`config.mk`:
```
export PLATFORM = sky130hd
export DESIGN_NAME = bcp_core
export DESIGN_NICKNAME = d
export VERILOG_FILES = /design/src/rtl/bcp_core.sv
export SDC_FILE = /design/constraint.sdc
export NUM_CORES = 1
export LEC_CHECK = 0
export BUFFER_PORTS_ARGS = -buffer_cell sky130_fd_sc_hd__buf_2
export CELL_PAD_IN_SITES_DETAIL_PLACEMENT = 1
export CELL_PAD_IN_SITES_GLOBAL_PLACEMENT = 1
export CORE_MARGIN = 10
export CORE_UTILIZATION = 34
export CTS_CLUSTER_SIZE = 20
export DETAILED_ROUTE_END_ITERATION = 12
export PLACE_DENSITY_LB_ADDON = 0.1
export SLEW_MARGIN = 20
export SYNTH_ARGS = -nofsm -noshare
export SYNTH_HDL_FRONTEND = slang
export SYNTH_SLANG_ARGS = --single-unit
export TNS_END_PERCENT = 50
```
`constraint.sdc`:
```
create_clock -name clock -period 2.9 [get_ports clock]
set_clock_uncertainty 0.15 [all_clocks]
set_input_delay 0.58 -clock clock [delete_from_list [all_inputs] [get_ports clock]]
set_output_delay 0.58 -clock clock [all_outputs]
set_load 0.05 [all_outputs]
```
`src/rtl/bcp_core.sv`:
```
// Boolean constraint propagation scan engine: walks a clause range, evaluates each
// clause against the variable state, pushes unit implications and stops on the first conflict.
`ifndef MAX_CLAUSES_BITS
`define MAX_CLAUSES_BITS 4
`endif
`ifndef MAX_VARS_BITS
`define MAX_VARS_BITS 4
`endif

module bcp_core (
    input  logic                             clock,
    input  logic                             reset,
    input  logic                             start,
    input  logic [`MAX_CLAUSES_BITS-1:0]     start_clause,
    input  logic [`MAX_CLAUSES_BITS-1:0]     end_clause,
    output logic                             clause_rd_en,
    output logic [`MAX_CLAUSES_BITS-1:0]     clause_rd_addr,
    input  logic [3*(`MAX_VARS_BITS+2)-1:0]  clause_rd_data,
    output logic [`MAX_VARS_BITS-1:0]        vs_var0,
    output logic [`MAX_VARS_BITS-1:0]        vs_var1,
    output logic [`MAX_VARS_BITS-1:0]        vs_var2,
    input  logic                             vs_val0,
    input  logic                             vs_val1,
    input  logic                             vs_val2,
    input  logic                             vs_unassigned0,
    input  logic                             vs_unassigned1,
    input  logic                             vs_unassigned2,
    output logic                             push_imply,
    output logic [`MAX_VARS_BITS-1:0]        var_in_imply,
    output logic                             val_in_imply,
    input  logic                             full_imply,
    output logic                             bcp_busy,
    output logic                             bcp_done,
    output logic                             conflict,
    output logic [`MAX_CLAUSES_BITS-1:0]     bcp_clause_idx
);

    localparam int unsigned CB = `MAX_CLAUSES_BITS;
    localparam int unsigned VB = `MAX_VARS_BITS;
    localparam int unsigned SW = VB + 2;

    typedef enum logic [1:0] {IDLE, FETCH, EVAL, DONE} state_t;

    state_t          state, state_nx;
    logic [CB-1:0]   cur, cur_nx;
    logic [CB-1:0]   end_q, end_nx;
    logic [CB-1:0]   idx_nx;
    logic            conflict_nx;
    logic [3*SW-1:0] clause_q, clause_cur;
    logic            eval_hold;

    logic [2:0]      s_valid, s_sign, val_a, un_a, lit_true, lit_un;
    logic [VB-1:0]   s_var [3];
    logic [1:0]      n_un;
    logic            is_conf, is_unit, unit_sign;
    logic [VB-1:0]   unit_var;

    assign val_a = {vs_val2, vs_val1, vs_val0};
    assign un_a  = {vs_unassigned2, vs_unassigned1, vs_unassigned0};

    // Read data is only valid in the first EVAL cycle; a stalled EVAL reuses the captured copy.
    always_comb begin
        clause_cur = eval_hold ? clause_q : clause_rd_data;
        unit_var   = '0;
        unit_sign  = 1'b0;
        for (int unsigned i = 0; i < 3; i++) begin
            s_valid[i]  = clause_cur[i*SW + SW - 1];
            s_sign[i]   = clause_cur[i*SW + VB];
            s_var[i]    = clause_cur[i*SW +: VB];
            lit_true[i] = s_valid[i] & ~un_a[i] & (val_a[i] ^ s_sign[i]);
            lit_un[i]   = s_valid[i] & un_a[i];
            if (lit_un[i]) begin
                unit_var  = s_var[i];
                unit_sign = s_sign[i];
            end
        end
        n_un    = 2'(lit_un[0]) + 2'(lit_un[1]) + 2'(lit_un[2]);
        is_conf = ~(|lit_true) && (n_un == 2'd0);
        is_unit = ~(|lit_true) && (n_un == 2'd1);
    end

    assign vs_var0 = s_var[0];
    assign vs_var1 = s_var[1];
    assign vs_var2 = s_var[2];

    assign clause_rd_en   = (state == FETCH);
    assign clause_rd_addr = clause_rd_en ? cur : '0;
    assign push_imply     = (state == EVAL) && is_unit && !full_imply;
    assign var_in_imply   = push_imply ? unit_var : '0;
    assign val_in_imply   = push_imply & ~unit_sign;
    assign bcp_busy       = (state != IDLE);
    assign bcp_done       = (state == DONE);

    always_comb begin
        state_nx    = state;
        cur_nx      = cur;
        end_nx      = end_q;
        conflict_nx = conflict;
        idx_nx      = bcp_clause_idx;
        case (state)
            IDLE: begin
                if (start) begin
                    cur_nx      = start_clause;
                    end_nx      = end_clause;
                    conflict_nx = 1'b0;
                    idx_nx      = '0;
                    state_nx    = (start_clause > end_clause) ? DONE : FETCH;
                end
            end
            FETCH: state_nx = EVAL;
            EVAL: begin
                if (is_conf) begin
                    conflict_nx = 1'b1;
                    idx_nx      = cur;
                    state_nx    = DONE;
                end else if (is_unit && full_imply) begin
                    state_nx = EVAL;
                end else if (cur == end_q) begin
                    state_nx = DONE;
                end else begin
                    cur_nx   = cur + 1'b1;
                    state_nx = FETCH;
                end
            end
            DONE:    state_nx = IDLE;
            default: state_nx = IDLE;
        endcase
    end

    always_ff @(posedge clock or posedge reset) begin
        if (reset) begin
            state          <= IDLE;
            cur            <= '0;
            end_q          <= '0;
            conflict       <= 1'b0;
            bcp_clause_idx <= '0;
            clause_q       <= '0;
            eval_hold      <= 1'b0;
        end else begin
            state          <= state_nx;
            cur            <= cur_nx;
            end_q          <= end_nx;
            conflict       <= conflict_nx;
            bcp_clause_idx <= idx_nx;
            clause_q       <= clause_cur;
            eval_hold      <= (state == EVAL) && (state_nx == EVAL);
        end
    end

endmodule
```
== Word level (Yosys, flattened, before mapping) ==
Cells that the tools add are included.
W data, S select, Z words.

* Input port bits: 36
* Word-level logic and storage cells: 81
* Output and inout bits: 30
* Flip-flop bits (word level): 34

* Equality and inequality tests: 11
* Add/subtract/negate cells: 3
* $lt $le $gt $ge: 1
* Reductions and logical operators: 15
* Multiplexer cells: 26
* Bitwise gates (word level): 18

{| class="wikitable"
|+ Operators by type and width
! operator !! count
|-
| $mux W4 || 11
|-
| $mux W18 || 1
|-
| $pmux W4 S2 || 2
|-
| $and A1 B1 Y1 || 10
|-
| $mux W2 || 5
|-
| $ne A2 B2 Y1 const B || 5
|-
| $pmux W2 S4 || 1
|-
| $eq A2 B2 Y1 const B || 3
|-
| $logic_and A1 B1 Y1 || 6
|-
| $mux W1 || 5
|-
| $not A1 Y1 || 5
|-
| $reduce_and A5 Y1 || 1
|-
| $add A4 B1 Y4 const B || 1
|-
| $eq A2 B1 Y1 const B || 2
|-
| $eq A4 B4 Y1 || 1
|-
| $gt A4 B4 Y1 || 1
|-
| $logic_not A2 Y1 || 2
|-
| $reduce_bool A2 Y1 || 2
|-
| $reduce_and A3 Y1 || 1
|-
| $reduce_or A3 Y1 || 1
|-
| $xor A1 B1 Y1 || 3
|-
| $add A1 B1 Y2 || 1
|-
| $add A2 B1 Y2 || 1
|-
| $pmux W1 S2 || 1
|-
| other kinds (2) || 2
|}

== Longest topological paths before layout ==
* Depth in word-level cells: 12
* Mapped depth: 10
* Mapped depth without buffers: 8

== Least setup slack after synthesis ==
Ideal clock, no wire load.

* Path type: input port to output port
* Start point: input clause_rd_data[17]
* End point: output val_in_imply
* Data required time: 2170 ps
* Stages: 7
* Path buffers: 1
* Path slack: -595 ps
* Data arrival time: 2765 ps
* Cell sequence: mux2_2 -> nand2_1 -> clkbuf_1 -> fa_1 -> nor2_1 -> nand3_2 -> a211oi_2

* Longest elaborated chain between the ends: 9
* Elaborated cells between the ends (all ways): 14
* Classes of those cells: add/sub: 1; eq/ne: 1; mux: 2; bitwise: 6; reduce/logical: 4

{| class="wikitable"
|+ RTL lines
! what !! RTL line !! text
|-
| start, declared || 18 || <nowiki>input logic [3*(`MAX_VARS_BITS+2)-1:0] clause_rd_data,</nowiki>
|-
| $mux W18 (*) || 63 || <nowiki>clause_cur = eval_hold ? clause_q : clause_rd_data;</nowiki>
|-
| parallel branches: the longest is 7 deep, another holds $add A2 B1 Y2 || n/a ||
|-
| $and A1 B1 Y1 (*) || 90 || <nowiki>assign val_in_imply = push_imply & ~unit_sign;</nowiki>
|-
| end, declared || 30 || <nowiki>output logic val_in_imply,</nowiki>
|}

Every way passes the cells marked *.

== Final worst setup path ==
* Start point: register eval_hold
* End point: output var_in_imply[0]

* Longest elaborated chain between the ends: 9
* Elaborated cells between the ends (all ways): 25
* Classes of those cells: add/sub: 2; eq/ne: 1; mux: 5; bitwise: 13; reduce/logical: 4

{| class="wikitable"
|+ RTL lines
! what !! RTL line !! text
|-
| start, declared || 50 || <nowiki>logic eval_hold;</nowiki>
|-
| start signal, assigned || 146 || <nowiki>eval_hold <= (state == EVAL) && (state_nx == EVAL);</nowiki>
|-
| $mux W18 (*) || 63 ||
|-
| net clause_cur[17] || 49 || <nowiki>logic [3*SW-1:0] clause_q, clause_cur;</nowiki>
|-
| parallel branches: the longest is 7 deep, another holds $add A2 B1 Y2 || n/a ||
|-
| $mux W4 (*) || 89 || <nowiki>assign var_in_imply = push_imply ? unit_var : '0;</nowiki>
|-
| end, declared || 29 || <nowiki>output logic [`MAX_VARS_BITS-1:0] var_in_imply,</nowiki>
|}

Mark *: on every way through the listed nets, which the timed path passes.

==> impl_metrics.json <==
{
  "worstSetupPathType": "register to primary output",
  "clock_path_buffers": 2,
  "drc_errors": 0,
  "p_clk_frac": 0.172,
  "r2r_cells": 9,
  "pwr-share-seq": 0.331,
  "p_int_mw": 1.16,
  "dp_slack_ps": -129,
  "hold_path.class": "primary input to asynchronous set/reset pin",
  "slowest_delay_ps": 480,
  "place_inst": 330,
  "synth-xor-area-share": 0.0314,
  "synth-edff-count": 0,
  "arrival_ps": 2300,
  "wl_per_cell_um": 16.4,
  "synth_seq_cells": 34,
  "synth_area_leaders": "dfrtp_1 (44%), mux2_2 (6.3%), mux2i_1 (6.1%)",
  "synth_compound_area_frac": 0.101,
  "via_per_inst": 4.69,
  "initial_core_util": 0.353,
  "drt-initial-drc-count": 32,
  "violations": "negative setup slack",
  "post_layout_nonfiller_instances": 344,
  "powerDensity_nw_per_um2": 791,
  "layout-drive-gt1-share": 0.463,
  "first_global_vias": 1807,
  "rows": 27,
  "ys.flop_type": "dfrtp_1",
  "ctsHoldBuffers": 0,
  "crit_top_cell": "nor2_4",
  "yosys.area.top_type": "dfrtp_1",
  "final_util": 0.486,
  "end_kind": "primary output",
  "clock-sinks": 34,
  "period_minus_slack_ps": 3030,
  "num_antenna_cells": 0,
  "fin_nets": 313,
  "synth_cell_types": 39,
  "ys_async_sr_fraction": 1.00,
  "rsz0062_at_grt": "yes",
  "insertion_delay_ps": 290,
  "vias": 1613,
  "dieWidth_um": 95.8,
  "synthAdderAreaFrac": 0.0423,
  "cp.required_ps": 2170,
  "htree_levels": 2,
  "cts_root_buf": "clkbuf_8",
  "multi_input_area_sq_um": 1030,
  "tightest_slew_ps": 469,
  "path_cells": "mux2_4 > nand2_4 > fa_2 > nor2_4 > nand3_4 > buf_12 > nor2_4 > buf_8",
  "dr.pass1.iters": 4,
  "start_kind": "register",
  "reg2reg_to": "cur[2]",
  "switching_share": 0.457,
  "cts_buffers": 5,
  "setup_viol": 6,
  "synth-simple-area-share": 0.152,
  "netlist_instances": 194,
  "grt_start_max_net_pins": 35,
  "cts_tree": "done",
  "syn_area_sq_um": 1950,
  "synth_top_family_by_area": "simple AND/OR/NAND/NOR gates",
  "synth_mux_area_frac": 0.140,
  "final_hold_viol_count": 0,
  "holdWs_ps": 237,
  "gp_congestion": 0.755,
  "timing.rr.start": "eval_hold",
  "slew_viol_final": 0,
  "fp.dieH_um": 95.8,
  "hpwl_um": 4500,
  "syn_area_per_cell_sq_um": 10.1,
  "p_leak_nw": 1.34,
  "slew_headroom": 0.687,
  "yosysSeqAreaShare": 0.436,
  "fill_cells": 665,
  "synth_fp_nets": 236,
  "peakVddDrop_mv": 0.340,
  "clkTransAtPathRegs_ps": 70,
  "grt_antenna_before_repair": 0,
  "worstPathMaxFanout": 6,
  "area_growth_pct": 37.9,
  "core-area_sq_um": 5540,
  "yosys_warnings": 0,
  "ff2ff_setup_slack_ps": 190,
  "wl_um": 5630,
  "dieArea_sq_um": 9180,
  "fmax_mhz": 330,
  "numPortBuffers": 65,
  "cpMaxStageDelayCell": "dfrtp_2",
  "status": "complete, but fails checks",
  "gr-total-overflow": 0,
  "p_sw_uw": 973,
  "max-cap-violations": 0,
  "setup_slack_ps": -127,
  "drtAntennaViolNets": 0,
  "grtUsageTotal": 0.129,
  "pwr-share-comb": 0.497,
  "period_share": 1.04,
  "synth_top_cell_area_share": 0.436,
  "grt_pass1_wl_um": 9260,
  "num_io_pins": 66,
  "register_area_sq_um": 852
}
## metrics by stage
| step | power (mW) | area, sq um | setup TNS (ps) |
|---|---|---|---|
| 6_report | 2.13 | 2690 | -691 |
| 2_1_floorplan | 1.47 | 2000 | -584 |
| 4_1_cts | 2.15 | 2630 | -1010 |
| 3_5_place_dp | 1.74 | 2420 | -630 |
| 5_1_grt | 2.29 | 2690 | -1230 |
| 3_3_place_gp | 1.73 | 2420 | -451 |
## cell usage after synthesis, types with 2 or more instances
library cell	instances
nand3_1	7
dfrtp_1	34
inv_1	20
nand2_1	16
and2_1	5
nor3_1	3
xor2_1	3
o211ai_1	4
nor2_1	11
xnor2_1	4
mux2i_1	12
ha_1	5
nor2b_1	5
clkbuf_1	3
mux2_2	11
a31oi_1	2
a21oi_1	2
o41ai_1	2
buf_4	12
o21ai_0	12
o21a_1	3
## critical path, delay by kind of cell (launching register included)
kind	cells	cell delay, ps
buffers and inverters	2	320
DFF	1	480
adders and majority gates	1	460
muxes	1	350
and+or+nand+nor	4	400
## final cells by class
type / instances / share of cell area
Multi-Input combinational cell: 123 / 0.381
Sequential cell: 34 / 0.316
Timing Repair Buffer: 87 / 0.208
Tap cell: 72 / 0.0334
Clock buffer: 7 / 0.0320
Inverter: 20 / 0.0279
Clock inverter: 1 / 0.00186
## per-layer routing
layer,share of wire,track usage,wire length (um)
met1,0.42,0.158,2370
met5,0,0,0
met2,0.49,0.203,2730
met4,0.011,0.0369,63
met3,0.082,0.0545,461
## power by group through the flow
stage,sequential [mW],clock (mW),combinational [mW]
after global routing,0.725,0.397,1.17
after CTS,0.705,0.381,1.06
final,0.705,0.366,1.06
after global placement,0.709,0,1.02
after detailed placement,0.713,0,1.03
after floorplan,0.764,0,0.710
## worst max-delay path by stage
stage,slack [ps],depth (start not counted),from,to
3_3_place_gp,-90,9,clause_rd_data[11],var_in_imply[3]
4_1_cts,-180,8,eval_hold,var_in_imply[0]
5_1_grt,-220,8,eval_hold,var_in_imply[1]
2_1_floorplan,-180,7,clause_rd_data[17],val_in_imply
6_report,-130,8,eval_hold,var_in_imply[0]
3_5_place_dp,-130,9,clause_rd_data[11],var_in_imply[0]
## layout by cell type (no fill, tap or decap), types with 6 or more instances in the layout
| cell type | synthesis | routed |
|---|---|---|
| buf_2 | 1 | 59 |
| buf_4 | 12 | 20 |
| mux2i_1 | 12 | 11 |
| dfrtp_1 | 34 | 33 |
| inv_1 | 20 | 20 |
| nand2_1 | 16 | 13 |
| nand3_1 | 7 | 7 |
| nor2_1 | 11 | 6 |
| mux2_2 | 11 | 9 |
| o21ai_0 | 12 | 12 |
| clkbuf_8 | 0 | 6 |
## sequential cells by signal (all words and copies together) (netlist names)
register        flops
bcp_clause_idx      4
end_q               4
eval_hold           1
cur                 4
state               2
conflict            1
clause_q           18
## cells by family (layout without fill, tap and decap cells)
logic type	Yosys count	after routing
buffers and inverters	37	115
and+or+nand+nor	55	55
xor gates and xnor gates	7	7
muxes	25	25
adders and majority gates	6	6
AOI/OAI and AO/OA	30	30
DFF	34	34
## what timing repair did
action / 4_1_cts / 5_1_grt
setup buffers: 3 / 3
resized for setup: 26 / 6
hold endpoints to repair: 0 / 0
pin swaps: 9 / 2
setup endpoints to repair: 6 / 6
Power figures use the tool's default switching activity.
